**config.mk**
```make
export PLATFORM = sky130hd
export DESIGN_NAME = sram_arbiter
export DESIGN_NICKNAME = d
export VERILOG_FILES = /design/src/rtl/sram_arbiter.sv
export SDC_FILE = /design/constraint.sdc
export NUM_CORES = 1
export LEC_CHECK = 0
export ABC_AREA = 1
export BUFFER_PORTS_ARGS = -buffer_cell sky130_fd_sc_hd__buf_2
export CORE_ASPECT_RATIO = 2
export CORE_MARGIN = 5
export CORE_UTILIZATION = 40
export CTS_CLUSTER_SIZE = 12
export DETAILED_ROUTE_END_ITERATION = 12
export GPL_TIMING_DRIVEN = 0
export PLACE_DENSITY = 0.86
export SYNTH_ARGS = -nofsm -noshare
export SYNTH_HDL_FRONTEND = slang
export SYNTH_SLANG_ARGS = --single-unit
export TNS_END_PERCENT = 20
```
**constraint.sdc**
```tcl
create_clock -name clk -period 1.4 [get_ports clk]
set_input_delay 0.14 -clock clk [delete_from_list [all_inputs] [get_ports clk]]
set_output_delay 0.14 -clock clk [all_outputs]
set_load 0.03 [all_outputs]
```
**src/rtl/sram_arbiter.sv**
```systemverilog
// Round-robin arbiter sharing one single-port SRAM between IFU (read) and LSU (read/write).
// Latency: read 3 cycles accept-to-response, write ack 2; one transaction at a time, response held until resp ready.
module sram_arbiter #(
   parameter int ADDR_W = 32,
   parameter int DATA_W = 32,
   parameter int MASK_W = 8
) (
   input  logic              clk,
   input  logic              rst,
   input  logic              ifu_req_valid,
   output logic              ifu_req_ready,
   input  logic [ADDR_W-1:0] ifu_addr,
   output logic              ifu_resp_valid,
   input  logic              ifu_resp_ready,
   output logic [DATA_W-1:0] ifu_rdata,
   input  logic              lsu_req_valid,
   output logic              lsu_req_ready,
   input  logic              lsu_we,
   input  logic [ADDR_W-1:0] lsu_addr,
   input  logic [DATA_W-1:0] lsu_wdata,
   input  logic [MASK_W-1:0] lsu_wmask,
   output logic              lsu_resp_valid,
   input  logic              lsu_resp_ready,
   output logic [DATA_W-1:0] lsu_rdata,
   output logic              mem_r_en,
   output logic              mem_w_en,
   output logic [ADDR_W-1:0] mem_raddr,
   output logic [ADDR_W-1:0] mem_waddr,
   output logic [DATA_W-1:0] mem_wdata,
   output logic [MASK_W-1:0] mem_wmask,
   input  logic [DATA_W-1:0] mem_rdata
);

   typedef enum logic [1:0] {IDLE, ISSUE, CAPTURE, RESP} state_t;
   typedef enum logic {OWN_IFU = 1'b0, OWN_LSU = 1'b1} owner_t;

   typedef struct packed {
      owner_t            owner;
      logic              we;
      logic [ADDR_W-1:0] addr;
      logic [DATA_W-1:0] wdata;
      logic [MASK_W-1:0] wmask;
   } req_t;

   state_t            state, state_nxt;
   owner_t            last_grant;
   req_t              req;
   logic [DATA_W-1:0] resp_data;
   logic              grant_ifu, grant_lsu;

   // On a tie the requester that did not win last time is granted.
   assign grant_ifu = ifu_req_valid & (~lsu_req_valid | (last_grant == OWN_LSU));
   assign grant_lsu = lsu_req_valid & (~ifu_req_valid | (last_grant == OWN_IFU));

   always_ff @(posedge clk) begin
      if (rst) state <= IDLE;
      else     state <= state_nxt;
   end

   always_comb begin
      state_nxt      = state;
      ifu_req_ready  = 1'b0;
      lsu_req_ready  = 1'b0;
      ifu_resp_valid = 1'b0;
      lsu_resp_valid = 1'b0;
      ifu_rdata      = '0;
      lsu_rdata      = '0;
      mem_r_en       = 1'b0;
      mem_w_en       = 1'b0;
      mem_raddr      = '0;
      mem_waddr      = '0;
      mem_wdata      = '0;
      mem_wmask      = '0;
      case (state)
         IDLE: begin
            ifu_req_ready = grant_ifu;
            lsu_req_ready = grant_lsu;
            if (grant_ifu | grant_lsu) state_nxt = ISSUE;
         end
         ISSUE: begin
            if (req.we) begin
               mem_w_en  = 1'b1;
               mem_waddr = req.addr;
               mem_wdata = req.wdata;
               mem_wmask = req.wmask;
               state_nxt = RESP;
            end else begin
               mem_r_en  = 1'b1;
               mem_raddr = req.addr;
               state_nxt = CAPTURE;
            end
         end
         CAPTURE: state_nxt = RESP;
         RESP: begin
            if (req.owner == OWN_IFU) begin
               ifu_resp_valid = 1'b1;
               ifu_rdata      = resp_data;
               if (ifu_resp_ready) state_nxt = IDLE;
            end else begin
               lsu_resp_valid = 1'b1;
               lsu_rdata      = resp_data;
               if (lsu_resp_ready) state_nxt = IDLE;
            end
         end
         default: state_nxt = IDLE;
      endcase
   end

   // Request latch, round-robin history and response register.
   always_ff @(posedge clk) begin
      if (rst) begin
         req        <= '0;
         last_grant <= OWN_LSU;
         resp_data  <= '0;
      end else begin
         case (state)
            IDLE: begin
               if (grant_ifu) begin
                  req.owner  <= OWN_IFU;
                  req.we     <= 1'b0;
                  req.addr   <= ifu_addr;
                  req.wdata  <= '0;
                  req.wmask  <= '0;
                  last_grant <= OWN_IFU;
               end else if (grant_lsu) begin
                  req.owner  <= OWN_LSU;
                  req.we     <= lsu_we;
                  req.addr   <= lsu_addr;
                  req.wdata  <= lsu_wdata;
                  req.wmask  <= lsu_wmask;
                  last_grant <= OWN_LSU;
               end
            end
            ISSUE:   if (req.we) resp_data <= '0;
            // SRAM output is only valid the cycle after the strobe.
            CAPTURE: resp_data <= mem_rdata;
            default: ;
         endcase
      end
   end

endmodule

```
==> results of run 1 <==
-- worst max-delay path, stage by stage (launching register included) --
cell and delay (ps):
sky130_fd_sc_hd__dfxtp_4 370, sky130_fd_sc_hd__inv_4 80, sky130_fd_sc_hd__ha_4 140, sky130_fd_sc_hd__inv_2 50
sky130_fd_sc_hd__nor2_4 130, sky130_fd_sc_hd__inv_6 90, sky130_fd_sc_hd__clkbuf_16 180, sky130_fd_sc_hd__nor2_4 120
sky130_fd_sc_hd__buf_6 150
-- report_power, final --
| group | switching (µW) | leakage [µW] | internal (µW) |
|---|---|---|---|
| Combinational | 5120 | 0.00337 | 2800 |
| Clock | 1190 | 0.000148 | 1400 |
| Sequential | 368 | 0.000893 | 3850 |
| Total | 6690 | 0.00441 | 8060 |
-- area by class of cell --
class | instances | share of cell area, %
diodes | 4 | 0.0967
plain buffers | 62 | 6.30
clock buffers | 10 | 2.21
clock inverters | 6 | 0.653
inverters | 120 | 4.52
multi-input cells | 648 | 36.5
flip-flops and latches | 109 | 21.2
well taps | 189 | 2.28
repair buffers | 329 | 26.2
-- per-stage QoR --
step	utilization (%)	TNS (ps)	worst slack, ps	area [µm²]
final	74.5	-58400	-395	10400
after CTS	71.3	-56730	-394	9910
after global placement	59.7	-63800	-621	8300
after global routing	74.5	-74050	-463	10300
after detailed placement	59.7	-70820	-635	8300
after floorplan	-	-3120	-72.9	6480
-- metal layers --
metal	share of wire, %	routed length [µm]	global-route usage [%]	vias up
met4	6.6	1750	18.6	0
met2	53	14100	51.1	501
met3	6.9	1840	4.92	134
met5	0	0	0	-
li1	-	-	-	3505
met1	33	8830	28.8	3496
-- worst max path at each step --
stage,endpoint,slack (ps),cells after the start
after floorplan,mem_raddr[10],-70,7
final,mem_raddr[23],-400,8
after detailed placement,mem_wmask[3],-640,7
after global placement,mem_wmask[3],-620,7
after CTS,mem_wmask[3],-390,7
after global routing,mem_wmask[0],-460,7
-- logic make-up (layout without fill, tap and decap cells) --
group | Yosys count | count (layout) | synth area share, %
AO/OA/AOI/OAI | 77 | 77 | 6.90
adder cells (fa/ha/maj) | 5 | 5 | 1.11
buffers and inverters | 182 | 527 | 13.4
flip-flops | 109 | 109 | 38.7
other | 0 | 4 | 0
AND/OR/NAND/NOR | 566 | 566 | 39.9
-- placed cells by master, fill, tap and decap left out, types with 4 or more instances in the layout --
master	n
sky130_fd_sc_hd__buf_4	47
sky130_fd_sc_hd__nand2_4	4
sky130_fd_sc_hd__diode_2	4
sky130_fd_sc_hd__nor2_4	122
sky130_fd_sc_hd__buf_8	4
sky130_fd_sc_hd__clkbuf_1	14
sky130_fd_sc_hd__inv_1	110
sky130_fd_sc_hd__a21oi_2	11
sky130_fd_sc_hd__nor2_2	21
sky130_fd_sc_hd__a21oi_1	65
sky130_fd_sc_hd__nand3_1	77
sky130_fd_sc_hd__inv_2	4
sky130_fd_sc_hd__clkbuf_16	20
sky130_fd_sc_hd__buf_12	6
sky130_fd_sc_hd__buf_2	156
sky130_fd_sc_hd__buf_6	149
sky130_fd_sc_hd__inv_4	4
sky130_fd_sc_hd__dfxtp_1	106
sky130_fd_sc_hd__nor2_1	97
sky130_fd_sc_hd__nand2_1	241
-- what timing repair did --
action / 4_1_cts / 5_1_grt
endpoints found under the setup margin: 283 / 262
endpoints found under the hold margin: 0 / 0
resized for setup: 368 / 91
gates cloned: 5 / 2
setup buffers: 4 / 3
pin swaps: 9 / 5
-- state kept, by name, summed over array words and instances (netlist names) --
signal      count
resp_data      32
state           2
last_grant      1
req            74
==> metrics.json, run 1 <==
{
  "finish": {
    "synthToLayoutAreaGrowth_pct": 83.5,
    "final_layout_size_suffix_gt1_share_pct": 44.3,
    "area_of_the_multi_input_gates_mm2": 0.00378,
    "fill_cells": 943,
    "regArea_mm2": 0.00219,
    "finish.cell_count_without_fillers": 1477,
    "layout.nets": 1427
  },
  "clock_network": {
    "cts_max_level": 3,
    "clk_root_buffer_cell": "sky130_fd_sc_hd__clkbuf_16",
    "cts_tree": "built",
    "clock_path_buffers": 2,
    "cts.sinks": 109,
    "clkLatencyLatePin_ps": 350,
    "cts_stage_hold_buffer_count": 0,
    "clk_pin_slew_worst_paths_ps": 80,
    "numCtsBuffers": 9
  },
  "min_path": {
    "min_delay_path_depth": 3,
    "startpoint_of_the_worst_hold_path": "mem_rdata[17]",
    "timing.hold.worst_endpoint": "resp_data[17]",
    "min_path_type": "in -> reg"
  },
  "grt": {
    "first_global_vias": 7604,
    "antenna_found_initial": 3,
    "globalRouteTotalUtil_pct": 28.2,
    "first_pass_grt_wire_length_mm": 37.3,
    "grt_start_max_net_pins": 19,
    "overflow": 0
  },
  "place": {
    "placed_cells": 1443,
    "hpwlAfterDp_mm": 16.6,
    "gpl.final_weighted_congestion": 0.934,
    "port-buffer-count": 315
  },
  "logic_synthesis": {
    "yosys-top-cells-area": "sky130_fd_sc_hd__dfxtp_1 39%, sky130_fd_sc_hd__nand2_1 16%, sky130_fd_sc_hd__nor2_1 16%",
    "netlist_area_mm2": 0.00564,
    "yosysUniqueCellTypes": 20,
    "post-synth-top-area-cell": "sky130_fd_sc_hd__dfxtp_1",
    "async_reset_ff_share_pct": 0,
    "synth-edff-count": 0,
    "syn_area_per_cell_um2": 6.01,
    "synth-seq-cells": 109,
    "ys_seq_area_share_pct": 38.7,
    "ys.warnings.count": 0,
    "syn_inst": 939,
    "yosys.cell_count.top_type": "sky130_fd_sc_hd__nand2_1",
    "synth.top_cells.by_count": "244 x sky130_fd_sc_hd__nand2_1, 240 x sky130_fd_sc_hd__nor2_1, 116 x sky130_fd_sc_hd__inv_1",
    "synth.top_cell.area_share_pct": 38.7,
    "postSynthNetCount": 1087,
    "ys_dominant_reg_cell": "sky130_fd_sc_hd__dfxtp_1"
  },
  "outcome": {
    "status": "finished with violations",
    "failed_checks": "negative setup slack"
  },
  "timing": {
    "skew_ps": 10.1,
    "hold_viol_final": 0,
    "least_margin_pin_slew_ps": 642,
    "report.final.setup_viol": 234,
    "hold_ws_ps": 32.8,
    "drv_slew": 0,
    "timing.final.crit_period_ps": 1800,
    "rsz0062_at_grt": "yes",
    "post-route-period-util_pct": 128,
    "slew_headroom_pct": 57.2,
    "finalWorstSetupSlack_ps": -395,
    "achievable-frequency_mhz": 557
  },
  "detailed_routing": {
    "drt_pass1_iterations": 5,
    "drtIter0Drc": 397,
    "via_count": 7636,
    "drtAntennaViolNets": 0,
    "routedWlPerCell_um": 18.0,
    "drc_errors": 0,
    "finalWirelength_mm": 26.6,
    "drt-vias-per-instance": 5.17
  },
  "critical_path": {
    "crit_type": "reg -> out",
    "worst_ep_arrival_time_ps": 1660,
    "cp_endpoint_kind": "output pin",
    "crit_required_ps": 1260,
    "r2r-start": "state[1]",
    "startpoint": "state[1]",
    "worst-path-max-fanout": 7,
    "r2r_slack_ps": -290,
    "timing.rr.end": "resp_data[10]",
    "crit_path_start_kind": "flop",
    "timing.reg2reg.worst_path_depth": 10
  },
  "power_and_ir_drop": {
    "post-layout-total-power_uw": 14700,
    "power.ir.vdd_worst_uv": 915,
    "power_density_mw_per_mm2": 1420,
    "power.leakage_uw": 0.00441
  },
  "die": {
    "fp-row-count": 61,
    "fp.coreArea_mm2": 0.0139,
    "top_level_ports": 317,
    "initial_core_util_pct": 40.6,
    "dieHeight_um": 178,
    "die_x_um": 94.0,
    "floorplan.die_area_mm2": 0.0167
  },
  "job": {
    "max_cap_viol_count": 0
  }
}
Power figures use the tool's default switching activity.
==> inputs of run 2 (changes only) <==
--- a/config.mk
+++ b/config.mk
@@ -9,5 +9,5 @@
 export BUFFER_PORTS_ARGS = -buffer_cell sky130_fd_sc_hd__buf_2
 export CORE_ASPECT_RATIO = 2
-export CORE_MARGIN = 5
+export CORE_MARGIN = 2
 export CORE_UTILIZATION = 40
 export CTS_CLUSTER_SIZE = 12
==> constraint.sdc (replaced) <==
create_clock -name clk -period 1.4 [get_ports clk]
set_input_delay 0.07 -clock clk [delete_from_list [all_inputs] [get_ports clk]]
set_output_delay 0.07 -clock clk [all_outputs]
set_load 0.03 [all_outputs]
==> run 2 against run 1 <==
The flow now stops in global routing. Synthesized cell count unchanged. Area after synthesis stayed put.
==> metrics.json, run 2 <==
{
  "outcome": {
    "status": {"value": "stopped before the end", "change": "was finished with violations"},
    "failing_step": "global routing",
    "first_error": "[ERROR GRT-0232] Routing congestion too high. Check the congestion heatmap in the GUI."
  },
  "logic_synthesis": {
    "yosys-top-cells-area": {"value": "sky130_fd_sc_hd__dfxtp_1 39%, sky130_fd_sc_hd__nand2_1 16%, sky130_fd_sc_hd__nor2_1 16%", "change": "unchanged"},
    "ys_dominant_reg_cell": {"value": "sky130_fd_sc_hd__dfxtp_1", "change": "unchanged"},
    "ys_seq_area_share": {"value": 38.7, "unit": "%", "change": "unchanged"},
    "yosys.cell_count.top_type": {"value": "sky130_fd_sc_hd__nand2_1", "change": "unchanged"},
    "synth-edff-count": {"value": 0, "change": "unchanged"},
    "syn_area_per_cell": {"value": 6.01, "unit": "µm²", "change": "unchanged"},
    "postSynthNetCount": {"value": 1087, "change": "unchanged"},
    "netlist_area": {"value": 0.00564, "unit": "mm²", "change": "unchanged"},
    "syn_inst": {"value": 939, "change": "unchanged"},
    "yosysUniqueCellTypes": {"value": 20, "change": "unchanged"},
    "async_reset_ff_share": {"value": 0, "unit": "%", "change": "unchanged"},
    "synth.top_cell.area_share": {"value": 38.7, "unit": "%", "change": "unchanged"},
    "synth-seq-cells": {"value": 109, "change": "unchanged"},
    "synth.top_cells.by_count": {"value": "244 x sky130_fd_sc_hd__nand2_1, 240 x sky130_fd_sc_hd__nor2_1, 116 x sky130_fd_sc_hd__inv_1", "change": "unchanged"},
    "post-synth-top-area-cell": {"value": "sky130_fd_sc_hd__dfxtp_1", "change": "unchanged"},
    "ys.warnings.count": {"value": 0, "change": "unchanged"}
  },
  "grt": {
    "grt_start_max_net_pins": 22,
    "overflow": 3,
    "globalRouteTotalUtil_pct": 43.9
  },
  "timing": {
    "worst_endpoint_kind": "sequential cell input",
    "crit_endpoint": "resp_data[12]$_SDFFE_PP0P_/D"
  },
  "clock_network": {
    "numCtsBuffers": {"value": 9, "change": "unchanged"},
    "clk_root_buffer_cell": {"value": "sky130_fd_sc_hd__clkbuf_16", "change": "unchanged"},
    "clock_path_buffers": {"value": 2, "change": "unchanged"},
    "cts_max_level": {"value": 3, "change": "unchanged"},
    "cts.sinks": {"value": 109, "change": "unchanged"}
  },
  "die": {
    "top_level_ports": {"value": 317, "change": "unchanged"},
    "dieHeight": {"value": 172, "unit": "µm", "change": "was 178 µm"},
    "fp-row-count": {"value": 61, "change": "unchanged"},
    "initial_core_util": {"value": 40.8, "unit": "%", "change": "was 40.6%"},
    "die_x": {"value": 88.0, "unit": "µm", "change": "was 94.0 µm"}
  },
  "place": {
    "gpl.final_weighted_congestion": {"value": 0.886, "change": "was 0.934"},
    "hpwlAfterDp": {"value": 15.4, "unit": "mm", "change": "was 16.6 mm"},
    "port-buffer-count": {"value": 315, "change": "unchanged"}
  }
}
==> run 2: cell counts after synthesis <==
Identical to the previous run, type by type.
==> run 2: stage by stage <==
| step | setup WS [ps] | cells | util, % | cell area [µm²] | hold WS [ps] |
|---|---|---|---|---|---|
| 4_1_cts | -339 | 1538 | 76.3 | 10500 | 18.9 |
| 3_5_place_dp | -627 | 1443 | 59.4 | 8200 | 326 |
| 3_3_place_gp | -589 | 1443 | 59.4 | 8200 | 322 |
| 2_1_floorplan | -72.7 | 939 | - | 6390 | 217 |
==> run 2: logic make-up after synthesis <==
| family | after synthesis | synth area share, % |
|---|---|---|
| AND/OR/NAND/NOR | 566 | 39.9 |
| adder cells (fa/ha/maj) | 5 | 1.11 |
| buffers and inverters | 182 | 13.4 |
| AO/OA/AOI/OAI | 77 | 6.90 |
| flip-flops | 109 | 38.7 |
==> run 2: layer usage <==
layer | overflow | track usage [%]
met1 | 0 | 42.0
met2 | 2 | 73.4
met3 | 0 | 13.9
met4 | 1 | 38.5
met5 | 0 | 0
==> run 2: repair_timing <==
action,in CTS
gates resized for setup,359
setup endpoints to repair,282
pin swaps,6
hold buffers,73
setup buffers,2
cloned,4
endpoints found under the hold margin,73
==> inputs of run 3 (changes only) <==
- CORE_ASPECT_RATIO: 2 -> unset
- CTS_CLUSTER_SIZE: 12 -> unset
- PLACE_DENSITY: 0.86 -> unset
- PLACE_DENSITY_LB_ADDON: unset -> 0.15
- clock period: 1.4 -> 1.8 ns (I/O delays scaled with it)
==> run 3 against run 2 <==
The run now ends clean.
==> metrics.json, run 3 (synthesized netlist as in run 1, its figures left out) <==
{
  "clock_network": {
    "clock_path_buffers": {"value": 2, "change": "unchanged"},
    "cts.sinks": {"value": 109, "change": "unchanged"},
    "cts_tree": "built",
    "cts_max_level": {"value": 3, "change": "unchanged"},
    "clkLatencyLatePin_ps": 350,
    "numCtsBuffers": {"value": 9, "change": "unchanged"},
    "clk_pin_slew_worst_paths_ps": 80,
    "clk_root_buffer_cell": {"value": "sky130_fd_sc_hd__clkbuf_16", "change": "unchanged"}
  },
  "power_and_ir_drop": {
    "power.leakage_uw": 0.00439,
    "post-layout-total-power_uw": 9950,
    "power.ir.vdd_worst_uv": 521,
    "power_density_mw_per_mm2": 1090
  },
  "grt": {
    "overflow": 0,
    "grt_start_max_net_pins": 18,
    "first_pass_grt_wire_length_mm": 30.1,
    "first_global_vias": 6442,
    "globalRouteTotalUtil_pct": 25.2,
    "antenna_found_initial": 0
  },
  "timing": {
    "timing.final.crit_period_ps": 1760,
    "slew_headroom_pct": 57.2,
    "final.setup.tns_ps": 0,
    "drv_slew": 0,
    "achievable-frequency_mhz": 569,
    "finalWorstSetupSlack_ps": 42.3,
    "post-route-period-util_pct": 97.7,
    "report.final.setup_viol": 0,
    "hold_viol_final": 0,
    "rsz0062_at_grt": "yes",
    "skew_ps": 9.57,
    "least_margin_pin_slew_ps": 642
  },
  "detailed_routing": {
    "drc_errors": 0,
    "drt_pass1_iterations": 5,
    "via_count": 7092,
    "drt-vias-per-instance": 4.65,
    "drtAntennaViolNets": 0,
    "drtIter0Drc": 288,
    "routedWlPerCell_um": 13.2,
    "finalWirelength_mm": 20.1
  },
  "die": {
    "floorplan.die_area_mm2": 0.0151,
    "fp.coreArea_mm2": 0.0138,
    "dieHeight": {"value": 123, "unit": "µm", "change": "was 172 µm"},
    "top_level_ports": {"value": 317, "change": "unchanged"},
    "die_x": {"value": 123, "unit": "µm", "change": "was 88.0 µm"},
    "fp-row-count": {"value": 43, "change": "was 61"},
    "initial_core_util": {"value": 40.8, "unit": "%", "change": "about the same"}
  },
  "critical_path": {
    "cp_slowest_cell": "sky130_fd_sc_hd__dfxtp_4",
    "cp_cell_sequence": "ha_4, nand2_2, clkbuf_4, nor2_1, buf_2",
    "crit_path_start_kind": "flop",
    "path_delay_family": "buffers and inverters",
    "crit_type": "reg -> out",
    "crit_required_ps": 1710,
    "critPathMaxStageDelay_ps": 390,
    "worst_ep_arrival_time_ps": 1670,
    "worst-path-max-fanout": 10,
    "cp.buffers_inverters": 2,
    "cp_endpoint_kind": "output pin"
  },
  "finish": {
    "antenna_cells_inserted": 0,
    "registers_with_the_highest_flip_flop_counts": "req: 74 flops, resp_data: 32 flops, state: 2 flops",
    "final_core_utilization_pct": 65.8,
    "largest_register_ffs": 74,
    "most_frequent_cells_in_the_layout": "242 x sky130_fd_sc_hd__buf_2, 242 x sky130_fd_sc_hd__nand2_1, 191 x sky130_fd_sc_hd__nor2_1",
    "final_layout_size_suffix_gt1_share_pct": 33.6,
    "synthToLayoutAreaGrowth_pct": 61.3,
    "layout.nets": 1487,
    "final_cell_area_mm2": 0.00910,
    "largest-register": "req"
  },
  "place": {
    "port-buffer-count": {"value": 315, "change": "unchanged"},
    "gpl.final_weighted_congestion": {"value": 0.824, "change": "was 0.886"},
    "detailedPlace.worstSlack": {"value": -430, "unit": "ps", "change": "was -627 ps"},
    "hpwlAfterDp": {"value": 14.1, "unit": "mm", "change": "was 15.4 mm"},
    "placedInstanceArea": {"value": 0.00752, "unit": "mm²", "change": "was 0.00820 mm²"}
  },
  "job": {
    "max_cap_viol_count": 0
  },
  "outcome": {
    "status": {"value": "complete, no violations", "change": "was stopped before the end"}
  },
  "min_path": {
    "min_path_type": "in -> reg"
  }
}
==> run 3: stage by stage <==
step                std cells  hold slack (ps)
finish                   1524             8.25
global route             1524             26.3
CTS                      1522             3.80
detailed placement       1434              346
global placement         1434              344
floorplan                 939              237
==> run 3: power breakdown <==
group	leakage, µW	internal, µW	total [µW]	switching [µW]
combinational	0.00335	1680	4660	2980
sequential	0.000893	3000	3250	256
clock	0.000150	1120	2040	914
==> run 3: timing repair <==
action / 4_1_cts / 5_1_grt
endpoints found under the hold margin: 70 / 0
setup endpoints to repair: 166 / 138
pin swaps: 0 / 2
buffers inserted: 2 / 2
gates cloned: 1 / 0
resized for setup: 123 / 101
hold buffers: 70 / 0
==> run 3: path summary, 6_finish.rpt <==
path | cells after the start | endpoint | start | slack [ps]
worst min register to register | 2 | resp_data[15] | resp_data[15] | 460
worst max register to register | 7 | resp_data[22] | state[0] | 160
worst max-delay path | 5 | lsu_rdata[3] | state[0] | 40
worst min-delay path | 3 | resp_data[23] | mem_rdata[23] | 8
==> run 3: layout make-up <==
type,count,area (µm²)
buffer,61,445
clock buffer,11,243
clock inverter,5,57.6
fill,1274,4730
inverter,120,460
multi-input combinational,648,2900
sequential,109,2190
tap,180,225
timing repair buffer,390,2580
==> run 3: per-layer routing <==
layer	up-vias	wire, µm	part of all wire [%]	GRT usage, %
li1	3623	-	-	-
met1	3194	8310	41	30.0
met2	243	10100	50	45.2
met3	32	1240	6.2	4.60
met4	0	431	2.1	8.26
met5	-	0	0	0
==> run 3: worst register-to-register path, delay by kind of cell, from the launching register on <==
family | cells | cell delay [ps]
flip-flops | 1 | 370
adder cells (fa/ha/maj) | 1 | 220
buffers and inverters | 3 | 440
AO/OA/AOI/OAI | 1 | 170
AND/OR/NAND/NOR | 2 | 360
==> inputs of run 4 (changes only) <==
- clock period: 1.8 -> 1.76 ns (I/O delays scaled with it)
==> run 4 against run 3 <==
Clock-buffer cell count is the same. Register-to-register slack lost 50 ps. Cell count is essentially flat. Critical path depth grew 2. Non-clock buffer count grew 1. Total power grew 3.2%. First-iteration DRC count grew 35%. Combinational power grew 4%.
==> metrics.json, run 4 (synthesized netlist as in run 1, its figures left out) <==
{
  "grt": {
    "grt_start_max_net_pins": {"value": 18, "change": "unchanged"},
    "overflow": {"value": 0, "change": "unchanged"},
    "globalRouteTotalUtil": {"value": 25.5, "unit": "%", "change": "was 25.2%"},
    "first_pass_grt_wire_length": {"value": 30.5, "unit": "mm", "change": "was 30.1 mm"},
    "first_global_vias": {"value": 6508, "change": "was 6442"},
    "antenna_found_initial": {"value": 0, "change": "unchanged"}
  },
  "min_path": {
    "min_path_type": {"value": "in -> reg", "change": "unchanged"}
  },
  "timing": {
    "rsz0062_at_grt": {"value": "yes", "change": "unchanged"},
    "final.setup.tns": {"value": 0, "unit": "ps", "change": "unchanged"},
    "achievable-frequency_mhz": 570,
    "slew_headroom": {"value": 56.0, "unit": "%", "change": "was 57.2%"},
    "post-route-period-util_pct": 99.7,
    "skew": {"value": 7.03, "unit": "ps", "change": "was 9.57 ps"},
    "hold_viol_final": {"value": 0, "change": "unchanged"},
    "hold_ws": {"value": 6.84, "unit": "ps", "change": "was 8.25 ps"},
    "timing.final.crit_period_ps": 1750,
    "finalWorstSetupSlack": {"value": 5.78, "unit": "ps", "change": "was 42.3 ps"},
    "least_margin_pin_slew": {"value": 660, "unit": "ps", "change": "was 642 ps"},
    "report.final.setup_viol": {"value": 0, "change": "unchanged"},
    "drv_slew": {"value": 0, "change": "unchanged"}
  },
  "detailed_routing": {
    "routedWlPerCell": {"value": 13.9, "unit": "µm", "change": "was 13.2 µm"},
    "drt_pass1_iterations": {"value": 5, "change": "unchanged"},
    "finalWirelength": {"value": 21.1, "unit": "mm", "change": "was 20.1 mm"},
    "drc_errors": {"value": 0, "change": "unchanged"},
    "via_count": {"value": 7216, "change": "was 7092"},
    "drtIter0Drc": {"value": 390, "change": "was 288"},
    "drtAntennaViolNets": {"value": 0, "change": "unchanged"},
    "drt-vias-per-instance": {"value": 4.73, "change": "was 4.65"}
  },
  "critical_path": {
    "crit_required": {"value": 1670, "unit": "ps", "change": "was 1710 ps"},
    "cp_endpoint_kind": {"value": "output pin", "change": "unchanged"},
    "crit_type": {"value": "reg -> out", "change": "unchanged"},
    "worst_ep_arrival_time": {"value": 1670, "unit": "ps", "change": "about the same"},
    "crit_path_start_kind": {"value": "flop", "change": "unchanged"},
    "worst-path-max-fanout": {"value": 10, "change": "unchanged"}
  },
  "outcome": {
    "status": {"value": "complete, no violations", "change": "unchanged"}
  },
  "power_and_ir_drop": {
    "power.leakage": {"value": 0.00442, "unit": "µW", "change": "was 0.00439 µW"},
    "power_density": {"value": 1080, "unit": "mW/mm²", "change": "was 1090 mW/mm²"},
    "power.ir.vdd_worst": {"value": 549, "unit": "µV", "change": "was 521 µV"}
  },
  "finish": {
    "most_frequent_cells_in_the_layout": {"value": "242 x sky130_fd_sc_hd__nand2_1, 201 x sky130_fd_sc_hd__buf_2, 164 x sky130_fd_sc_hd__nor2_1", "change": "was 242 x sky130_fd_sc_hd__buf_2, 242 x sky130_fd_sc_hd__nand2_1, 191 x sky130_fd_sc_hd__nor2_1"},
    "largest_register_ffs": {"value": 74, "change": "unchanged"},
    "final_layout_size_suffix_gt1_share": {"value": 35.7, "unit": "%", "change": "was 33.6%"},
    "layout.nets": {"value": 1488, "change": "was 1487"},
    "finish.cell_count_without_fillers": {"value": 1525, "change": "was 1524"},
    "largest-register": {"value": "req", "change": "unchanged"},
    "most_common_cell_after_layout_fill_and_taps_aside": "sky130_fd_sc_hd__nand2_1",
    "antenna_cells_inserted": {"value": 0, "change": "unchanged"},
    "synthToLayoutAreaGrowth": {"value": 68.1, "unit": "%", "change": "was 61.3%"},
    "registers_with_the_highest_flip_flop_counts": {"value": "req: 74 flops, resp_data: 32 flops, state: 2 flops", "change": "unchanged"}
  },
  "place": {
    "placed_cells": {"value": 1434, "change": "unchanged"},
    "hpwlAfterDp": {"value": 14.1, "unit": "mm", "change": "unchanged"},
    "gpl.final_weighted_congestion": {"value": 0.824, "change": "unchanged"},
    "detailedPlace.worstSlack": {"value": -468, "unit": "ps", "change": "was -430 ps"},
    "port-buffer-count": {"value": 315, "change": "unchanged"}
  },
  "clock_network": {
    "clkLatencyLatePin": {"value": 350, "unit": "ps", "change": "about the same"},
    "clk_root_buffer_cell": {"value": "sky130_fd_sc_hd__clkbuf_16", "change": "unchanged"},
    "cts_max_level": {"value": 3, "change": "unchanged"},
    "cts_tree": {"value": "built", "change": "unchanged"},
    "numCtsBuffers": {"value": 9, "change": "unchanged"},
    "clk_pin_slew_worst_paths": {"value": 70, "unit": "ps", "change": "was 80 ps"},
    "cts.sinks": {"value": 109, "change": "unchanged"},
    "clock_path_buffers": {"value": 2, "change": "unchanged"}
  },
  "die": {
    "fp.coreArea": {"value": 0.0138, "unit": "mm²", "change": "unchanged"},
    "fp-row-count": {"value": 43, "change": "unchanged"},
    "floorplan.die_area": {"value": 0.0151, "unit": "mm²", "change": "unchanged"},
    "dieHeight": {"value": 123, "unit": "µm", "change": "unchanged"},
    "initial_core_util": {"value": 40.8, "unit": "%", "change": "unchanged"},
    "die_x": {"value": 123, "unit": "µm", "change": "unchanged"},
    "top_level_ports": {"value": 317, "change": "unchanged"}
  },
  "job": {
    "max_cap_viol_count": {"value": 0, "change": "unchanged"}
  }
}
-- run 4: cell types whose count changed in the layout (fill, tap and decap cells not counted), moves of 5 or more --
| cell | change |
|---|---|
| sky130_fd_sc_hd__buf_4 | +5 |
| sky130_fd_sc_hd__nor2_2 | +21 |
| sky130_fd_sc_hd__buf_6 | +46 |
| sky130_fd_sc_hd__nor2_4 | +6 |
| sky130_fd_sc_hd__clkbuf_4 | -10 |
| sky130_fd_sc_hd__buf_2 | -41 |
| sky130_fd_sc_hd__nor2_1 | -27 |
-- run 4: routing by layer --
layer  wire (µm)  vias up  GRT usage [%]
li1            -     3622              -
met1        8440     3303           30.2
met2       10900      256           45.9
met3        1340       35           4.93
met4         482        0           8.41
met5           0        -              0
-- run 4: path summary, 6_finish.rpt --
check                                   start            end  slack, ps  depth (start not counted)
worst min-delay path            mem_rdata[23]  resp_data[23]          7                          3
worst max register to register       state[0]  resp_data[22]        110                          7
worst min register to register   resp_data[4]   resp_data[4]        460                          2
worst max-delay path                 state[1]  mem_wdata[17]          6                          7
-- run 4: power by group --
group          internal [µW]  switching, µW  total [µW]  leakage (µW)
clock                   1150            943        2090      0.000150
combinational           1750           3100        4850       0.00337
sequential              3060            264        3330      0.000893
total                   5960           4310       10300       0.00442
-- run 4: stage by stage --
step,utilization [%],instance area [µm²],total power (µW)
6_report,68.6,9480,10300
5_1_grt,68.6,9480,11000
4_1_cts,65.5,9060,10100
3_5_place_dp,54.4,7520,7490
3_3_place_gp,54.4,7520,7430
2_1_floorplan,-,5720,6340
-- run 4: critical path: stages (launching register included) --
cell and delay (ps):
sky130_fd_sc_hd__dfxtp_4 370, sky130_fd_sc_hd__inv_4 70, sky130_fd_sc_hd__ha_4 130, sky130_fd_sc_hd__nand2_2 100
sky130_fd_sc_hd__buf_8 170, sky130_fd_sc_hd__clkbuf_8 170, sky130_fd_sc_hd__nor2_1 120, sky130_fd_sc_hd__buf_4 180
-- run 4: final cells by class --
| cell class | count | area, µm² |
|---|---|---|
| buffer | 61 | 455 |
| clock inverter | 5 | 57.6 |
| fill | 1183 | 4340 |
| inverter | 120 | 460 |
| timing repair buffer | 391 | 2860 |
| sequential | 109 | 2190 |
| multi-input combinational | 648 | 2990 |
| tap | 180 | 225 |
| clock buffer | 11 | 243 |
-- run 4: timing repair --
item                                    CTS  global route
resized for setup                       179           169
gates cloned                              1             0
endpoints found under the setup margin  167           164
pin swaps                                 1             1
buffers inserted                          3             2
endpoints found under the hold margin    70             0
hold buffers                             70             0
